$ cat src/rtl/alarm_zone_ctrl_if.sv
// Bundle of control, sensor, video and status signals for alarm_zone_ctrl.
// The master modport is the driver of the controls (top level / bench), the slave is the controller.
interface alarm_zone_ctrl_if #(
  parameter int NUM_ZONES = 4
);
  logic                 ena;
  logic                 arm;
  logic                 manual_reset;
  logic [NUM_ZONES-1:0] zone_in;
  logic [NUM_ZONES-1:0] zone_en;
  logic                 video_active;
  logic [9:0]           pix_x;
  logic [1:0]           R;
  logic [1:0]           G;
  logic [1:0]           B;
  logic [1:0]           state;
  logic [NUM_ZONES-1:0] tripped;
  logic                 alarm_active;

  modport master (
    output ena, arm, manual_reset, zone_in, zone_en, video_active, pix_x,
    input  R, G, B, state, tripped, alarm_active
  );

  modport slave (
    input  ena, arm, manual_reset, zone_in, zone_en, video_active, pix_x,
    output R, G, B, state, tripped, alarm_active
  );
endinterface

$ cat src/rtl/alarm_zone_ctrl.sv
// Multi-zone alarm supervisor: arming FSM, trip latch and per-zone VGA status columns.
// Define ALARM_ENTRY_DELAY_EN to build the ENTRY state and its delay counter.
module alarm_zone_ctrl #(
  parameter int          NUM_ZONES   = 4,
  parameter logic [23:0] ENTRY_DELAY = 24'd12_000_000,
  parameter int          FLASH_BITS  = 23,
  parameter int          COL_SHIFT   = 7
) (
  input logic             clk,
  input logic             rst_n,
  alarm_zone_ctrl_if.slave bus
);

  typedef enum logic [1:0] {
    S_DISARMED = 2'd0,
    S_ARMED    = 2'd1,
    S_ENTRY    = 2'd2,
    S_ALARM    = 2'd3
  } state_t;

  state_t                state_reg, state_next;
  logic [NUM_ZONES-1:0]  tripped_reg, tripped_next;
  logic [NUM_ZONES-1:0]  sync_zone;
  logic [NUM_ZONES-1:0]  hit;
  logic [NUM_ZONES-1:0]  col_hit;
  logic [FLASH_BITS-1:0] flash_cnt_reg;
  logic                  flash;
  logic [9:0]            col;
  logic                  col_in_range, col_enabled, col_tripped;
  logic [1:0]            r_reg, g_reg, b_reg;
  logic [1:0]            r_next, g_next, b_next;

`ifdef ALARM_ENTRY_DELAY_EN
  logic [23:0] delay_reg, delay_next;
`endif

  // A zero delay would make ENTRY unrepresentable; refuse to elaborate.
  if (ENTRY_DELAY == 24'd0) begin : g_bad_entry_delay
    $error("ENTRY_DELAY must be at least 1");
  end

  assign col = bus.pix_x >> COL_SHIFT;

  for (genvar gi = 0; gi < NUM_ZONES; gi++) begin : g_zone
    logic s1_reg, s2_reg;
    always_ff @(posedge clk or negedge rst_n) begin
      if (!rst_n) begin
        s1_reg <= 1'b0;
        s2_reg <= 1'b0;
      end else if (bus.ena) begin
        s1_reg <= bus.zone_in[gi];
        s2_reg <= s1_reg;
      end
    end
    assign sync_zone[gi] = s2_reg;
    assign col_hit[gi]   = (col == 10'(gi));
  end

  assign hit          = sync_zone & bus.zone_en;
  assign flash        = flash_cnt_reg[FLASH_BITS-1];
  assign col_in_range = |col_hit;
  assign col_enabled  = |(col_hit & bus.zone_en);
  assign col_tripped  = |(col_hit & tripped_reg);

  always_ff @(posedge clk or negedge rst_n) begin
    if (!rst_n) begin
      state_reg     <= S_DISARMED;
      tripped_reg   <= '0;
      flash_cnt_reg <= '0;
      r_reg         <= 2'd0;
      g_reg         <= 2'd0;
      b_reg         <= 2'd0;
`ifdef ALARM_ENTRY_DELAY_EN
      delay_reg     <= 24'd0;
`endif
    end else if (bus.ena) begin
      state_reg     <= state_next;
      tripped_reg   <= tripped_next;
      flash_cnt_reg <= flash_cnt_reg + 1'b1;
      r_reg         <= r_next;
      g_reg         <= g_next;
      b_reg         <= b_next;
`ifdef ALARM_ENTRY_DELAY_EN
      delay_reg     <= delay_next;
`endif
    end
  end

  always_comb begin
    state_next   = state_reg;
    tripped_next = tripped_reg;
`ifdef ALARM_ENTRY_DELAY_EN
    delay_next   = delay_reg;
`endif
    if (bus.manual_reset) begin
      tripped_next = '0;
      state_next   = bus.arm ? S_ARMED : S_DISARMED;
`ifdef ALARM_ENTRY_DELAY_EN
      delay_next   = 24'd0;
`endif
    end else if (!bus.arm) begin
      state_next   = S_DISARMED;
      tripped_next = '0;
    end else begin
      case (state_reg)
        S_DISARMED: state_next = S_ARMED;
        S_ARMED: begin
          if (|hit) begin
            tripped_next = tripped_reg | hit;
`ifdef ALARM_ENTRY_DELAY_EN
            state_next   = S_ENTRY;
            delay_next   = ENTRY_DELAY - 24'd1;
`else
            state_next   = S_ALARM;
`endif
          end
        end
`ifdef ALARM_ENTRY_DELAY_EN
        // Re-trips only widen the mask; the countdown is never reloaded here.
        S_ENTRY: begin
          tripped_next = tripped_reg | hit;
          if (delay_reg == 24'd0) begin
            state_next = S_ALARM;
          end else begin
            delay_next = delay_reg - 24'd1;
          end
        end
`endif
        S_ALARM:    tripped_next = tripped_reg | hit;
        default:    state_next   = S_DISARMED;
      endcase
    end
  end

  always_comb begin
    r_next = 2'd0;
    g_next = 2'd0;
    b_next = 2'd0;
    if (bus.video_active && col_in_range) begin
      case (state_reg)
        S_DISARMED: b_next = 2'd3;
        S_ARMED: begin
          if (col_enabled) begin
            g_next = 2'd3;
          end else begin
            r_next = 2'd1;
            g_next = 2'd1;
            b_next = 2'd1;
          end
        end
        S_ENTRY: begin
          if (flash) begin
            r_next = 2'd3;
            g_next = 2'd3;
          end
        end
        S_ALARM: begin
          if (col_tripped) begin
            if (flash) r_next = 2'd3;
          end else if (col_enabled) begin
            g_next = 2'd3;
          end
        end
        default: ;
      endcase
    end
  end

  always_comb begin
    bus.state        = state_reg;
    bus.alarm_active = (state_reg == S_ALARM);
    bus.tripped      = tripped_reg;
    bus.R            = r_reg;
    bus.G            = g_reg;
    bus.B            = b_reg;
  end

endmodule

$ cat src/flat_wrapper.sv
// flat-port wrapper written by rule: the top's interface ports become plain ports
module alarm_zone_ctrl_flat 
#(
  parameter int          NUM_ZONES   = 4,
  parameter logic [23:0] ENTRY_DELAY = 24'd12_000_000,
  parameter int          FLASH_BITS  = 23,
  parameter int          COL_SHIFT   = 7
)
  (clk, rst_n, bus_ena, bus_arm, bus_manual_reset, bus_zone_in, bus_zone_en, bus_video_active, bus_pix_x, bus_R, bus_G, bus_B, bus_state, bus_tripped, bus_alarm_active);
  alarm_zone_ctrl_if #(.NUM_ZONES(NUM_ZONES)) bus_i ();
  input logic clk;
  input logic rst_n;
  input wire logic [$bits(bus_i.ena)-1:0] bus_ena;
  input wire logic [$bits(bus_i.arm)-1:0] bus_arm;
  input wire logic [$bits(bus_i.manual_reset)-1:0] bus_manual_reset;
  input wire logic [$bits(bus_i.zone_in)-1:0] bus_zone_in;
  input wire logic [$bits(bus_i.zone_en)-1:0] bus_zone_en;
  input wire logic [$bits(bus_i.video_active)-1:0] bus_video_active;
  input wire logic [$bits(bus_i.pix_x)-1:0] bus_pix_x;
  output wire logic [$bits(bus_i.R)-1:0] bus_R;
  output wire logic [$bits(bus_i.G)-1:0] bus_G;
  output wire logic [$bits(bus_i.B)-1:0] bus_B;
  output wire logic [$bits(bus_i.state)-1:0] bus_state;
  output wire logic [$bits(bus_i.tripped)-1:0] bus_tripped;
  output wire logic [$bits(bus_i.alarm_active)-1:0] bus_alarm_active;
  assign bus_i.ena = bus_ena;
  assign bus_i.arm = bus_arm;
  assign bus_i.manual_reset = bus_manual_reset;
  assign bus_i.zone_in = bus_zone_in;
  assign bus_i.zone_en = bus_zone_en;
  assign bus_i.video_active = bus_video_active;
  assign bus_i.pix_x = bus_pix_x;
  assign bus_R = bus_i.R;
  assign bus_G = bus_i.G;
  assign bus_B = bus_i.B;
  assign bus_state = bus_i.state;
  assign bus_tripped = bus_i.tripped;
  assign bus_alarm_active = bus_i.alarm_active;
  alarm_zone_ctrl #(.NUM_ZONES(NUM_ZONES), .ENTRY_DELAY(ENTRY_DELAY), .FLASH_BITS(FLASH_BITS), .COL_SHIFT(COL_SHIFT)) u_core (.clk(clk), .rst_n(rst_n), .bus(bus_i));
endmodule
$ cat config.mk
export PLATFORM = sky130hd
export DESIGN_NAME = alarm_zone_ctrl_flat
export DESIGN_NICKNAME = d
export VERILOG_FILES = /design/src/rtl/alarm_zone_ctrl_if.sv /design/src/rtl/alarm_zone_ctrl.sv /design/src/flat_wrapper.sv
export SDC_FILE = /design/constraint.sdc
export NUM_CORES = 1
export LEC_CHECK = 0
export ABC_CLOCK_PERIOD_IN_PS = 1700
export BUFFER_PORTS_ARGS = -buffer_cell sky130_fd_sc_hd__buf_4
export CORE_MARGIN = 3
export CORE_UTILIZATION = 45
export DETAILED_ROUTE_END_ITERATION = 6
export PLACE_DENSITY = 0.69
export SLEW_MARGIN = 10
export SYNTH_ARGS = -nofsm -noshare
export SYNTH_HDL_FRONTEND = slang
export SYNTH_SLANG_ARGS = --single-unit
$ cat constraint.sdc
create_clock -name clk -period 1.7 [get_ports clk]
set_input_delay 0.34 -clock clk [delete_from_list [all_inputs] [get_ports clk]]
set_output_delay 0.34 -clock clk [all_outputs]
set_load 0.01 [all_outputs]
# == Word level (Yosys, flattened, before mapping) ==
# Cells that the tools add are included.
# word_totals
register_bits,43
latch_bits,0
ram_bits,0
rom_bits,0
input_bits,24
output_inout_bits,13
elab_cells,58
mem_count,0
# classes
add_sub_neg,1
mul,0
div_mod_pow,0
n_lt_le_gt_ge,0
eq_ne,9
n_shift,0
muxes,21
bitwise,4
reduce_logical,9
# ops
op,count
"adder 23 x 1 -> 23 bit, second input constant",1
2-to-1 mux 2 bit,11
one-hot mux 2 bit (3 select lines),3
OR reduction 4 bit,4
AND 4 bit,3
2-to-1 mux 4 bit,3
logical NOT 10 bit,1
one-hot mux 4 bit (2 select lines),1
"== test 3 x 2 -> 1 bit, second input constant",2
AND reduction 3 bit,2
"== test 2 bit, second input constant",2
"inequality test 4 x 1 -> 1 bit, second input constant",1
"inequality test 4 x 3 -> 1 bit, second input constant",1
OR 4 bit,1
one-hot mux 2 bit (2 select lines),1
"== test 3 x 1 -> 1 bit, second input constant",1
"inequality test 3 bit, second input constant",1
"== test 2 x 1 -> 1 bit, second input constant",1
logical NOT 2 bit,1
2-to-1 mux 1 bit,2
logical AND 1 bit,1

# == Depth between registers and ports, before layout ==
# Gate-level depths: netlist of the first run.
# logic_depth
depth_word,7
ltp_mapped,5
mapped_depth_nobuf,5

# == Least setup slack after synthesis of the first run ==
# Ideal clock, no wire load.
# synth_path
path_kind,register -> register
start,register u_core.flash_cnt_reg[0]
end,register u_core.flash_cnt_reg[14]
setup_ps,123
arrival_ps,1257
t_required_ps,1577
slack_ps,321
stages_incl_launch_ff,6
path_buffers,0
period_less_slack_ps,1379
path_cell_list,dfrtp_1 ha_1 inv_1 nor3_1 nand4_1 xnor2_1
# synth_via
elab_chain_cells,1
# synth_rtl
item,line,source
from (decl),alarm_zone_ctrl.sv:26,logic [FLASH_BITS-1:0] flash_cnt_reg;
from (signal assigned),alarm_zone_ctrl.sv:79,flash_cnt_reg <= flash_cnt_reg + 1'b1;
adder 23 x 1 -> 23 bit,alarm_zone_ctrl.sv:79,
# Every way passes these cells.
# A chain may end at the register's enable or synchronous reset.

# == Worst setup path in the final report of the first run ==
# layout_path
start,"register u_core.state_reg[1], in the netlist u_core.bus.state[1]"
end,output port bus_alarm_active
# layout_via
elab_chain_cells,1
# layout_rtl
item,line,source
from (decl),alarm_zone_ctrl.sv:21,"state_t state_reg, state_next;"
from (signal assigned),alarm_zone_ctrl.sv:77,state_reg <= state_next;
== test 2 bit,alarm_zone_ctrl.sv:171,bus.alarm_active = (state_reg == S_ALARM);
to (decl),flat_wrapper.sv:25,output wire logic [$bits(bus_i.alarm_active)-1:0] bus_alarm_active;
# Every way passes these cells.

==> results of run 1 <==
-- through the flow --
| stage | power, uW | cells | worst slack (ps) | area (um2) | util |
|---|---|---|---|---|---|
| CTS | 2630 | 252 | 130 | 2370 | 0.581 |
| global route | 2740 | 253 | 75.0 | 2380 | 0.582 |
| finish | 2610 | 253 | 173 | 2380 | 0.582 |
| detailed placement | 1670 | 244 | 145 | 2230 | 0.546 |
| floorplan | 1510 | 166 | 321 | 1950 | - |
| global placement | 1650 | 244 | 155 | 2230 | 0.546 |
-- power by group --
| part | switching (uW) | total (uW) | internal (uW) | leakage, uW |
|---|---|---|---|---|
| clock | 362 | 958 | 596 | 0.0000703 |
| combinational | 171 | 369 | 199 | 0.000477 |
| sequential | 127 | 1280 | 1150 | 0.000563 |
| total | 660 | 2610 | 1940 | 0.00111 |
-- path summary, 6_finish.rpt --
path / to / depth (start not counted)
min in group clk: u_core.g_zone[2].s1_reg / 2
worst max-delay path: bus_alarm_active / 2
worst min register to register: u_core.flash_cnt_reg[18] / 1
worst min-delay path: u_core.flash_cnt_reg[6] / 1
worst max register to register: u_core.flash_cnt_reg[20] / 5
max in group asynchronous: u_core.g_zone[2].s1_reg / 1
-- worst reg2reg max path: stages, from the launching register on --
cell,delay [ps]
dfrtp_1,460
nand4_2,180
nor4_4,290
buf_4,180
nand4_1,120
xnor2_1,210
-- final cells by class --
| cell class | count | area [um2] | area share |
|---|---|---|---|
| Clock buffer | 5 | 68.8 | 0.0289 |
| Clock inverter | 3 | 71.3 | 0.0300 |
| Inverter | 7 | 26.3 | 0.0110 |
| Sequential cell | 43 | 1080 | 0.452 |
| Tap cell | 50 | 62.6 | 0.0263 |
| Timing Repair Buffer | 33 | 248 | 0.104 |
| Multi-Input combinational cell | 112 | 827 | 0.348 |
-- cell usage in the layout (no fill, tap or decap), types with 2 or more instances in the layout --
master	netlist	routed
o221ai_1	2	2
a31oi_1	4	4
bufinv_16	0	2
xor2_1	4	4
buf_4	0	33
nor3_1	2	2
nand4_1	8	8
nand2_1	10	10
inv_1	6	6
and3_1	4	4
nand2b_1	4	4
nor2_1	9	9
xnor2_1	18	18
mux2_2	9	9
o21ai_0	2	2
clkbuf_8	0	5
nand3_1	10	10
a22oi_1	2	2
dfrtp_1	43	43
mux2i_1	2	2
a21oi_1	4	4
-- cell usage after synthesis (2+ instances only) --
library cell | number | area, um2
a22oi_1 | 2 | 15.0
a21oi_1 | 4 | 20.0
buf_2 | 2 | 10.0
nand2b_1 | 4 | 25.0
a31oi_1 | 4 | 25.0
mux2_2 | 9 | 101
mux2i_1 | 2 | 20.0
inv_1 | 6 | 22.5
o221ai_1 | 2 | 17.5
nor2_1 | 9 | 33.8
dfrtp_1 | 43 | 1080
clkbuf_1 | 2 | 7.51
nand2_1 | 10 | 37.5
o21ai_0 | 2 | 10.0
nand4_1 | 8 | 50.1
nor3_1 | 2 | 10.0
xor2_1 | 4 | 35.0
xnor2_1 | 18 | 158
and3_1 | 4 | 25.0
nand3_1 | 10 | 50.1
-- routing by layer --
metal | up-vias | track usage | wire length, um
li1 | 664 | - | -
met1 | 664 | 0.199 | 1620
met2 | 29 | 0.254 | 1840
met3 | 6 | 0.0393 | 132
met4 | 0 | 0.0438 | 51
met5 | - | 0 | 0
-- kinds of logic after synthesis --
family	count (synthesis)	share of synthesized area
multiplexers	12	0.0739
adder cells (fa/ha/maj)	1	0.00643
flip-flops	43	0.553
AND/OR/NAND/NOR	55	0.159
XOR/XNOR	22	0.0990
AO/OA/AOI/OAI	22	0.0868
buffers and inverters	11	0.0225
-- what timing repair did --
item	CTS	global route
hold endpoints to repair	0	0
buffers inserted	0	1
setup endpoints to repair	0	1
hold buffers	0	0
==> flow_summary_export.csv, run 1 <==
group,metric,value,unit
outcome,outcome,"completed",
cts,cts_tree,"yes",
critical_path,path_class,"reg2out",
floorplan,fp.dieH,71.8,um
timing,max_slew_margin,0.647,
place,hpwl,2.69,mm
timing,skew,5.93,ps
synth,synth_flop_cell,"dfrtp_1",
cts,htree_levels,2,
power_and_ir_drop,ir_drop,819,uV
synth,postSynthCellCount,166,
cts,clockBufferDepth,2,
cts,cts_sinks,43,
timing,period_needed,1530,ps
grt,gr-usage-all-layers,0.153,
floorplan,io_pins,37,
place,place.gp.congestion,0.915,
critical_path,slowest_delay,590,ps
cts,post_cts_resized,0,
grt,first_global_vias,1389,
grt,grt_antenna_before_repair,0,
synth,synthArstFlopShare,1.00,
detailed_routing,drc_errors,0,
power_and_ir_drop,powerDensity,1090,nW/um2
cts,cts_root_buf,"clkbuf_8",
synth,synth_edf_count,0,
timing,worst_pin_slew,530,ps
critical_path,cp-startpoint,"u_core.bus.state[1]",
critical_path,r2r_setup_slack,180,ps
detailed_routing,dr.pass1.iters,6,
detailed_routing,via_per_inst,5.39,
detailed_routing,wire_per_inst,14.4,um
timing,max_clock_freq,655,MHz
synth,yosysSeqAreaShare,0.553,
grt,grt_pass1_wl,6.33,mm
finish,layout-drive-gt1-share,0.281,
finish,fill_cells,337,
job,maxCapViolCount,0,
cts,cts-buffers-inserted,5,
critical_path,cp-end-kind,"primary output",
critical_path,cp.buffers_inverters,1,
synth,syn-num-nets,191,
synth,ys_warn_count,0,
finish,antenna_cells,0,
grt,grt_overflow,0,
critical_path,setup.worst_path.start_class,"flop",
cts,clk_latency,290,ps
detailed_routing,drt-initial-drc-count,76,
finish,nNetsFinal,227,
synth,synth.avg_cell_area,11.7,um2
grt,grt_max_degree,44,
floorplan,dieArea,5150,um2
critical_path,cp_max_fo,12,
critical_path,cp.arrival,1190,ps
timing,rsz0062_at_grt,"no",
critical_path,crit_family,"flip-flops",
power_and_ir_drop,leakagePower,0.00111,uW
detailed_routing,drtAntennaViolNets,0,
critical_path,cp.required,1360,ps
timing,hold_viol,0,
floorplan,start_util,0.476,
timing,maxSlewViolCount,0,
critical_path,slowest_stage,"dfrtp_1",
detailed_routing,num_vias,1363,
critical_path,timing.rr.start,"u_core.flash_cnt_reg[8]",
hold_path,min_path_type,"in2async",
finish,largest_reg_flops,23,
timing,final-setup-viol-count,0,
floorplan,core,4090,um2
timing,finalSetupTns,0,ps
floorplan,dieWidth,71.8,um
synth,synth_area,1950,um2
critical_path,path_cells,"and2_1 > buf_4",
cts,path_clk_slew,90,ps
place,io_buffer_count,29,
synth,synth-seq-cells,43,
floorplan,rows,23,
detailed_routing,wl,3.65,mm
timing,period_share,0.898,
synth,synth.distinct_cells,39,
timing,hold_slack,11.3,ps
finish,area_delta_synth_final,22.2,%
No activity file was read; power rests on OpenSTA's default activity.
==> run 2: changes to the inputs <==
==> constraint.sdc (replaced) <==
create_clock -name clk -period 1.7 [get_ports clk]
set_input_delay 0.085 -clock clk [delete_from_list [all_inputs] [get_ports clk]]
set_output_delay 0.085 -clock clk [all_outputs]
set_load 0.01 [all_outputs]
==> run 2 against run 1 <==
  * Utilization decreased by 0.86 points
  * Critical endpoint is now u_core.flash_cnt_reg[11]
  * Global-route usage about the same
  * Largest power group unchanged
  * Die area unchanged
  * Largest cell class unchanged
  * Combinational power about the same
  * Critical path depth increased by 2
  * First-iteration DRC count decreased by 12%
==> flow_summary_export.csv, run 2 (synthesis gave the netlist of run 1 again) <==
group,metric,value,unit
place,place_inst,242,
power_and_ir_drop,switching_share,0.260,
hold_path,min_path_type,"in2reg",
power_and_ir_drop,leakagePower,0.00109,uW
detailed_routing,dr.pass1.iters,4,
critical_path,cp.arrival,1690,ps
floorplan,dieArea,5150,um2
cts,cts_sinks,43,
floorplan,core,4090,um2
place,io_buffer_count,29,
detailed_routing,drt-initial-drc-count,67,
finish,largest_reg_flops,23,
cts,post_cts_buffers,0,
grt,grt_overflow,0,
floorplan,dieWidth,71.8,um
timing,period_needed,1510,ps
floorplan,rows,23,
timing,finalSetupTns,0,ps
finish,antenna_cells,0,
timing,skew,8.10,ps
cts,cts-buffers-inserted,5,
timing,hold_viol,0,
finish,layout-drive-gt1-share,0.269,
critical_path,r2r_setup_slack,190,ps
place,hpwl,2.62,mm
timing,rsz0062_at_grt,"no",
finish,layout_commonest_cell,"dfrtp_1",
power_and_ir_drop,ir_drop,744,uV
cts,clockBufferDepth,2,
cts,cts_tree,"yes",
timing,period_share,0.888,
grt,grt_max_degree,44,
timing,maxSlewViolCount,0,
cts,clk_latency,300,ps
detailed_routing,wire_per_inst,14.3,um
cts,cts_root_buf,"clkbuf_8",
detailed_routing,drc_errors,0,
critical_path,cp_max_fo,4,
floorplan,fp.dieH,71.8,um
critical_path,cp.required,1880,ps
finish,mostFrequentLayoutCells,"43 x dfrtp_1, 30 x buf_4, 18 x xnor2_1",
power_and_ir_drop,seq_power_share,0.519,
grt,grt_pass1_wl,6.18,mm
finish,final_cells,251,
power_and_ir_drop,power_frac_comb,0.150,
power_and_ir_drop,switching_power,641,uW
cts,htree_levels,2,
detailed_routing,num_vias,1374,
power_and_ir_drop,powerDensity,1050,nW/um2
finish,area_delta_synth_final,20.4,%
grt,first_global_vias,1374,
grt,gr-usage-all-layers,0.153,
timing,max_clock_freq,663,MHz
detailed_routing,via_per_inst,5.47,
critical_path,setup.worst_path.start_class,"flop",
critical_path,path_class,"reg2reg",
timing,worst_pin_slew,536,ps
floorplan,io_pins,37,
floorplan,start_util,0.476,
detailed_routing,drtAntennaViolNets,0,
job,maxCapViolCount,0,
cts,path_clk_slew,80,ps
power_and_ir_drop,fin_total_pwr,2460,uW
finish,fill_cells,348,
power_and_ir_drop,internal_power,1820,uW
grt,grt_antenna_before_repair,0,
timing,final-setup-viol-count,0,
timing,max_slew_margin,0.643,
place,place.gp.congestion,0.901,
power_and_ir_drop,power_frac_clock,0.332,
detailed_routing,wl,3.59,mm
finish,nNetsFinal,225,
outcome,outcome,"completed",
critical_path,cp-end-kind,"flop",
timing,hold_slack,24.8,ps
-- run 2: cell type report --
| class | count | area [um2] | area share |
|---|---|---|---|
| Sequential cell | 43 | 1080 | 0.459 |
| Multi-Input combinational cell | 112 | 827 | 0.353 |
| Timing Repair Buffer | 31 | 235 | 0.100 |
| Clock buffer | 6 | 82.6 | 0.0352 |
| Tap cell | 50 | 62.6 | 0.0267 |
| Clock inverter | 2 | 35.0 | 0.0149 |
| Inverter | 7 | 26.3 | 0.0112 |
-- run 2: worst paths after layout --
check                                                 to                     start  cells past startpoint
worst min register to register  u_core.flash_cnt_reg[18]  u_core.flash_cnt_reg[18]                      1
worst max-delay path            u_core.flash_cnt_reg[11]   u_core.flash_cnt_reg[2]                      4
worst min-delay path             u_core.g_zone[2].s1_reg            bus_zone_in[2]                      2
min in group asynchronous        u_core.flash_cnt_reg[6]                     rst_n                      2
worst max register to register  u_core.flash_cnt_reg[11]   u_core.flash_cnt_reg[2]                      4
max in group asynchronous        u_core.g_zone[1].s1_reg                     rst_n                      2
-- run 2: power by group through the flow --
stage / clock network [uW] / logic [uW] / registers (uW)
floorplan: 0 / 242 / 1270
global placement: 0 / 357 / 1290
detailed placement: 0 / 374 / 1300
CTS: 847 / 378 / 1280
global route: 871 / 423 / 1300
finish: 817 / 369 / 1280
-- run 2: timing repair --
item	in CTS	in global routing
hold buffers	1	0
hold endpoints to repair	43	0
resized for setup	0	0
-- run 2: critical path: stages, from the launching register on --
cell and delay [ps]:
dfrtp_1 420, nand4_1 180, nor3_1 460, nand4_1 180, xnor2_1 150
-- run 2: metrics by stage --
| stage | worst slack, ps | util | cell area [um2] |
|---|---|---|---|
| finish | 191 | 0.574 | 2340 |
| global route | 36.3 | 0.574 | 2340 |
| CTS | 173 | 0.574 | 2340 |
| detailed placement | 192 | 0.543 | 2220 |
| global placement | 260 | 0.543 | 2220 |
| floorplan | 321 | - | 1950 |
-- run 2: metal layers --
| metal | up-vias | part of all wire | track usage |
|---|---|---|---|
| li1 | 658 | - | - |
| met1 | 683 | 0.45 | 0.186 |
| met2 | 23 | 0.49 | 0.252 |
| met3 | 10 | 0.036 | 0.0491 |
| met4 | 0 | 0.025 | 0.0647 |
| met5 | - | 0 | 0 |
